[src/rtl/saradc_scan_ctrl.sv]
// saradc_scan_ctrl
// Successive-approximation ADC sequencer with channel scanning.
// Each conversion runs SAMPLE (SAMPLE_CYC clocks), CONV (N clocks, one per
// bit, MSB first) and DONE (1 clock). The finished code is then published
// through a result_valid / rd_ready handshake.
//
// Ports
//   clk_1Mhz      system clock, rising edge
//   reset         asynchronous, active-low
//   start         conversion request (IDLE only)
//   scan_en       1 = scan channels 0..CH-1, 0 = single channel ch_sel
//   cont          auto-restart after the last conversion of a pass
//   ch_sel        channel for single mode (values >= CH map to CH-1)
//   decision      comparator output, 1 = Vin >= Vdac
//   rd_ready      consumer accepts the held result
//   clr_ovr       clears the sticky overrun flag
//   S2b           sample switch, high during SAMPLE
//   comp_clk      comparator strobe, high during CONV
//   dac_code      trial code to the capacitive DAC
//   ch_addr       analog mux channel
//   busy          high whenever the sequencer is not IDLE
//   result        converted code
//   result_ch     channel of result
//   result_valid  result held for the consumer
//   overrun       sticky flag: an unread result was overwritten
module saradc_scan_ctrl #(
    parameter int N          = 4,
    parameter int CH         = 4,
    parameter int SAMPLE_CYC = 2,
    localparam int CW        = (CH > 1) ? $clog2(CH) : 1
) (
    input  logic          clk_1Mhz,
    input  logic          reset,
    input  logic          start,
    input  logic          scan_en,
    input  logic          cont,
    input  logic [CW-1:0] ch_sel,
    input  logic          decision,
    input  logic          rd_ready,
    input  logic          clr_ovr,
    output logic          S2b,
    output logic          comp_clk,
    output logic [N-1:0]  dac_code,
    output logic [CW-1:0] ch_addr,
    output logic          busy,
    output logic [N-1:0]  result,
    output logic [CW-1:0] result_ch,
    output logic          result_valid,
    output logic          overrun
);

    localparam int            BW        = $clog2(N);
    localparam logic [CW-1:0] CH_LAST   = CW'(CH - 1);
    localparam logic [3:0]    SAMP_LAST = 4'(SAMPLE_CYC - 1);

    typedef enum logic [1:0] {IDLE, SAMPLE, CONV, DONE} state_t;

    state_t        state, state_nx;
    logic [3:0]    samp_cnt;
    logic [BW-1:0] bit_idx;
    logic [N-1:0]  code;      // bits already decided, lower bits zero
    logic [N-1:0]  code_upd;  // code with the current bit's decision applied
    logic [N-1:0]  dac_nx;
    logic [CW-1:0] ch_eff;
    logic [CW-1:0] ch_nx;
    logic          scan_q;
    logic          last_ch;
    logic          ovr_set;

    // Out-of-range single-mode selections fold onto the top channel.
    always_comb begin
        ch_eff = ch_sel;
        if (int'(ch_sel) >= CH)
            ch_eff = CH_LAST;
    end

    always_comb begin
        code_upd = code | (N'(decision) << bit_idx);
        last_ch  = !scan_q || (ch_addr == CH_LAST);
        ovr_set  = (state == DONE) && result_valid && !rd_ready;
    end

    always_ff @(posedge clk_1Mhz or negedge reset) begin
        if (!reset)
            state <= IDLE;
        else
            state <= state_nx;
    end

    always_comb begin
        state_nx = state;
        ch_nx    = ch_addr;
        case (state)
            IDLE: begin
                if (start) begin
                    state_nx = SAMPLE;
                    ch_nx    = scan_en ? '0 : ch_eff;
                end
            end
            SAMPLE: begin
                if (samp_cnt == SAMP_LAST)
                    state_nx = CONV;
            end
            CONV: begin
                if (bit_idx == '0)
                    state_nx = DONE;
            end
            DONE: begin
                if (!last_ch) begin
                    state_nx = SAMPLE;
                    ch_nx    = ch_addr + CW'(1);
                end else if (cont) begin
                    state_nx = SAMPLE;
                    ch_nx    = scan_q ? '0 : ch_eff;
                end else begin
                    state_nx = IDLE;
                end
            end
            default: state_nx = IDLE;
        endcase
    end

    // Outputs are registered from the next state so they line up with the
    // state they describe. While staying in CONV the next trial keeps the
    // freshly decided bit and raises the bit below it.
    always_comb begin
        dac_nx = '0;
        case (state_nx)
            CONV: begin
                if (state == CONV)
                    dac_nx = code_upd | (N'(1) << (bit_idx - BW'(1)));
                else
                    dac_nx = N'(1) << (N - 1);
            end
            DONE:    dac_nx = code_upd;
            default: dac_nx = '0;
        endcase
    end

    always_ff @(posedge clk_1Mhz or negedge reset) begin
        if (!reset) begin
            S2b          <= 1'b0;
            comp_clk     <= 1'b0;
            busy         <= 1'b0;
            dac_code     <= '0;
            ch_addr      <= '0;
            samp_cnt     <= '0;
            bit_idx      <= '0;
            code         <= '0;
            scan_q       <= 1'b0;
            result       <= '0;
            result_ch    <= '0;
            result_valid <= 1'b0;
            overrun      <= 1'b0;
        end else begin
            S2b      <= (state_nx == SAMPLE);
            comp_clk <= (state_nx == CONV);
            busy     <= (state_nx != IDLE);
            dac_code <= dac_nx;
            ch_addr  <= ch_nx;

            if (state == IDLE && start)
                scan_q <= scan_en;

            if (state_nx == SAMPLE && state != SAMPLE)
                samp_cnt <= '0;
            else if (state == SAMPLE)
                samp_cnt <= samp_cnt + 4'd1;

            if (state == SAMPLE) begin
                bit_idx <= BW'(N - 1);
                code    <= '0;
            end else if (state == CONV) begin
                code <= code_upd;
                if (bit_idx != '0)
                    bit_idx <= bit_idx - BW'(1);
            end

            // A write in DONE always leaves a valid result, even when the
            // consumer takes the previous one on the same edge.
            if (state == DONE) begin
                result       <= code;
                result_ch    <= ch_addr;
                result_valid <= 1'b1;
            end else if (result_valid && rd_ready) begin
                result_valid <= 1'b0;
            end

            if (ovr_set)
                overrun <= 1'b1;
            else if (clr_ovr)
                overrun <= 1'b0;
        end
    end

endmodule
[config.mk]
export PLATFORM = sky130hd
export DESIGN_NAME = saradc_scan_ctrl
export DESIGN_NICKNAME = d
export VERILOG_FILES = /design/src/rtl/saradc_scan_ctrl.sv
export SDC_FILE = /design/constraint.sdc
export NUM_CORES = 1
export LEC_CHECK = 0
export BUFFER_PORTS_ARGS = -buffer_cell sky130_fd_sc_hd__buf_4
export CAP_MARGIN = 10
export CORE_MARGIN = 5
export CORE_UTILIZATION = 59
export DETAILED_ROUTE_END_ITERATION = 8
export PLACE_DENSITY = 0.89
export SLEW_MARGIN = 30
export SYNTH_ARGS = -nofsm -noshare
export SYNTH_HDL_FRONTEND = slang
export SYNTH_SLANG_ARGS = --single-unit
[constraint.sdc]
create_clock -name clk_1Mhz -period 3.9 [get_ports clk_1Mhz]
set_input_delay 0.195 -clock clk_1Mhz [delete_from_list [all_inputs] [get_ports clk_1Mhz]]
set_output_delay 0.195 -clock clk_1Mhz [all_outputs]
set_load 0.01 [all_outputs]
Yosys cells after proc, flatten, opt, wreduce, memory -nomap -nowiden. Cells that the tools add are included.

Input bits: 10. Output and inout bits: 17. Word-level logic and storage cells: 77. Bits in registers: 30.

Add/subtract/negate cells: 3. Bitwise gates (word level): 2. Reduce and logical (&&, ||, !) cells: 20. Shift operators: 2. Muxes and demuxes: 25. Equal/unequal tests: 11.

Operators by type and width (number): $mux W2 (11); $mux W4 (5); $reduce_bool A2 Y1 (8); $eq A2 B2 Y1 const B (5); $or A4 B4 Y4 (2); $pmux W2 S4 (1); $pmux W4 S2 (1); $mux W1 (6); $logic_and A1 B1 Y1 (5); $add A4 B1 Y4 const B (1); $eq A2 B1 Y1 const B (2); $eq A4 B1 Y1 const B (1); $logic_not A2 Y1 (2); $pmux W2 S2 (1); $shl A1 B2 Y4 (1); $shl A1 B2 Y4 const A (1); $ne A3 B3 Y1 const B (1); $reduce_and A3 Y1 (1); $add A2 B1 Y2 const B (1); $logic_not A1 Y1 (2); $ne A2 B1 Y1 const B (1); $ne A2 B2 Y1 const B (1); $reduce_and A2 Y1 (1); $sub A2 B1 Y2 const B (1); $logic_or A1 B1 Y1 (1).

Logic depth before layout (Yosys ltp).
Word-level depth: 7. Gate-level depth with buffers: 8. Mapped depth without buffers: 7.

Least setup slack after synthesis. Ideal clock, no wire load.

Path type: reg2reg. From: reg state[0]. To: reg dac_code[1]. Cell stages (with the launch flop): 9. Required time: 3.777 ns. Clock period less this slack: 1.757 ns. Path slack: 2.143 ns. Setup time: 0.123 ns. Path buffers: 1. Data arrival time: 1.634 ns. Path through: dfrtp_1 -> inv_1 -> ha_1 -> buf_6 -> nor4b_4 -> nor2_2 -> a21oi_4 -> inv_4 -> o221a_1.

Longest elaborated chain between the ends: 4. Elaborated cells between the ends (all ways): 12. Those cells by class: eq/ne: 5; mux: 6; reduce/logical: 1.

RTL lines: from (decl) (RTL line 58) `state_t state, state_nx;`; from (signal assigned) (RTL line 87) `state <= state_nx;`; $eq A2 B2 Y1, or another cell as far along (RTL line 93) `case (state)`; $pmux W2 S4 * (RTL line 93); via state_nx[0] (RTL line 58); $eq A2 B2 Y1 (RTL line 128) `case (state_nx)`; $pmux W4 S2 * (RTL line 128); via dac_nx[1] (RTL line 63) `logic [N-1:0] dac_nx;`; to (signal assigned) (RTL line 159) `dac_code <= dac_nx;`; to (decl) (RTL line 43) `output logic [N-1:0] dac_code,`.

The timed path passes the listed nets; every way through them passes the cells marked *. A chain may end at the register's enable or synchronous reset.

Worst setup path after layout.
From: reg bit_idx[0]. To: reg dac_code[2].

Longest elaborated chain between the ends: 5. Elaborated cells between the ends (all ways): 12. Those cells by class: add/sub: 1; eq/ne: 2; shift: 2; mux: 4; bitwise: 2; reduce/logical: 1.

RTL lines: from (decl) (RTL line 60) `logic [BW-1:0] bit_idx;`; from (signal assigned) (RTL line 171) `bit_idx <= BW'(N - 1);`; from (signal assigned) (RTL line 176) `bit_idx <= bit_idx - BW'(1);`; $logic_not A2 Y1 * (RTL line 105) `if (bit_idx == '0)`; $mux W2 * (RTL line 105); $pmux W2 S4 * (RTL line 93); via state_nx[0] (RTL line 58); $eq A2 B2 Y1 (RTL line 128); $pmux W4 S2 * (RTL line 128); via dac_nx[2] (RTL line 63).

Marked as above.

==> summary.txt <==
H-Tree Level Count - 2
largest net degree at the start of global routing - 31
worst slew pin tran - 606 ps
most common cell in the netlist - dfrtp_1
Post-Syn Instances - 147
FF+latch area - 751 sq um
crit path max fanout - 10
Hold Path End - scan_q
Area Growth Syn to Fin - 17.9%
worst-skew pair later-pin latency - 320 ps
Pre-Repair DR Iteration Count - 4
Post-CTS Setup Inserts - 0
Synth Flop Type - dfrtp_1
fin area - 1870 sq um
total number of vias - 1211
Hold Path Cell Cnt - 2
core area - 2520 sq um
CTS tree - yes
critical path depth in cells - 7
Synth top area share - 47.3%
Max-cap violations - 0
GR Layer Usage met3 - 4.96%
met2 Use GR - 33.0%
Placement Cell Area - 1800 sq um
Num CTS Buffers - 5
Cell Pwr Density - 798 nW/um^2
die area - 3830 sq um
Worst path slowest cell - dfrtp_1
syn nets - 168
Slew Viols, Final - 0
Vert. Die Dim - 61.9 microns
R2R cell count - 7
warnings from Yosys - 0
cells along the critical path - inv_1, ha_1, a211oi_1, a21oi_1, a21oi_4, inv_4, o221a_1
# setup viols final - 0
Layout Nets - 198
Fin. Hold Viols - 0
1st-iter DRT viols - 70
# DRC - 0
skew final - 9.11 ps
Final Core Density - 74.2%
global-route wire length before repair - 5.27 mm
setup_tns - 0 ps
unrepaired setup endpoints after global routing - false
startpoint types - flop
Worst Setup SP - bit_idx[0]
Synth top cells by count - 30 x dfrtp_1, 12 x nor2_1, 11 x a21oi_1, 11 x ha_1, 10 x inv_1
cell family contributing the most delay on the critical path - compound AO/OA/AOI/OAI gates
critical path class - flop to flop
synthesized cell area - 1590 sq um
antenna violations before repair - 0
Pleak - 0.933 nW
HPWL Detailed - 2.43 mm
Area contributors post-synth - dfrtp_1 47%, ha_1 8.7%, mux2_2 5.0%
share of cells above drive strength 1 - 29.2%
fill count - 181
R2R Path End - dac_code[2]
CP required - 4110 ps
DR WL/cell - 15.6 microns
Post-CTS Resized - 0
fin crit period - 2070 ps
Vias/cell - 5.82
Reg-to-Reg Start - bit_idx[0]
GR Overflow Total - 0
# IOs - 27
Core Rows - 18
Tot GR Track Use - 19.0%
starting density of the core - 62.9%
sequential area share after synthesis - 47.3%
Post-synth EDFFs - 0
GPL Wtd Cong - 0.895
Routed Antenna Nets - 0
Synth area leader - dfrtp_1
root buffer cell - clkbuf_4
Max-Slew Margin vs Limit - 59.6%
r2r setup slk - 1830 ps
CTS max path bufs - 2
Hold WC Path Type - primary input to flop
Distinct cells, synth - 41
DRT Wirelength - 3.25 mm
Syn Area/Cell - 10.8 sq um
chip width - 61.9 microns
critical path buffer and inverter count - 2
Worst Hold Launch - scan_en
worst endpoint data arrival time - 2270 ps
critical path's largest stage delay - 490 ps
GR Util met1 - 22.0%
Seq cells post-synth - 30
GR peak layer - met2
Reg clk slew, reported paths - 100 ps
maximum VDD drop - 0.509 mV
CP Capture Type - flop
CTS sink count - 30
asr flop ratio synth - 100%
Port-buffer cells - 26
diode count - 0
fin crit share - 53.0%
max frequency - 0.484 GHz
Overall Power - 1.49 mW
CTS hold repair buffers - 1
status - finished, final reports clean
vias in the first global route - 1182
multi-input logic area - 766 sq um
cells by family after synthesis:
| logic type | after synthesis | share of synthesized area, % |
|---|---|---|
| DFF | 30 | 47.3 |
| muxes | 8 | 5.60 |
| and+or+nand+nor | 37 | 12.3 |
| AOI/OAI and AO/OA | 44 | 21.1 |
| xor gates and xnor gates | 1 | 0.552 |
| buffers and inverters | 16 | 4.42 |
| adders and majority gates | 11 | 8.67 |
layer usage:
layer | up-vias | routed length (microns)
met5 | - | 0
met4 | 0 | 36
met3 | 4 | 163
met2 | 31 | 1700
met1 | 597 | 1350
li1 | 579 | -
registers in the layout (all words and copies together), names as in the netlist:
name / count
ch_addr: 2
bit_idx: 2
code: 4
busy: 1
state: 2
scan_q: 1
dac_code: 4
result_ch: 2
S2b: 1
comp_clk: 1
result_valid: 1
overrun: 1
result: 4
samp_cnt: 4
cell type report:
type                            instances  share of cell area, %
Timing Repair Buffer                   27                   11.0
Tap cell                               30                   2.01
Clock buffer                            6                   2.74
Inverter                               12                   2.54
Sequential cell                        30                   40.1
Multi-Input combinational cell        101                   40.9
Clock inverter                          2                  0.669
cells in the final DEF (no fill, tap or decap), drive strengths merged, types with 3 or more instances in the layout:
cell	instances
ha	11
dfrtp	30
o21ai	6
a21oi	12
nand2b	8
nand3	4
nand2	9
o221a	3
mux2	7
a21boi	4
nor2	13
buf	26
clkbuf	6
inv	12
worst max-delay path by stage:
stage | end | slack, ps
floorplan | dac_code[1] | 2140
global placement | dac_code[2] | 2000
detailed placement | dac_code[2] | 1880
CTS | dac_code[2] | 1860
global route | dac_code[0] | 1750
finish | dac_code[2] | 1830
power breakdown:
group	total, mW	internal, mW	switching, mW
clock	0.196	0.0866	0.109
combinational	0.767	0.346	0.421
sequential	0.530	0.429	0.102
total	1.49	0.861	0.631
metrics by stage:
| step | hold WS [ps] | setup slack (ps) | std cells |
|---|---|---|---|
| final | 138 | 1830 | 208 |
| after global routing | 111 | 1750 | 208 |
| after CTS | 125 | 1860 | 208 |
| after detailed placement | 143 | 1880 | 199 |
| after global placement | 131 | 2000 | 199 |
| after floorplan | -101 | 2140 | 147 |
No activity file was read; power rests on OpenSTA's default activity.
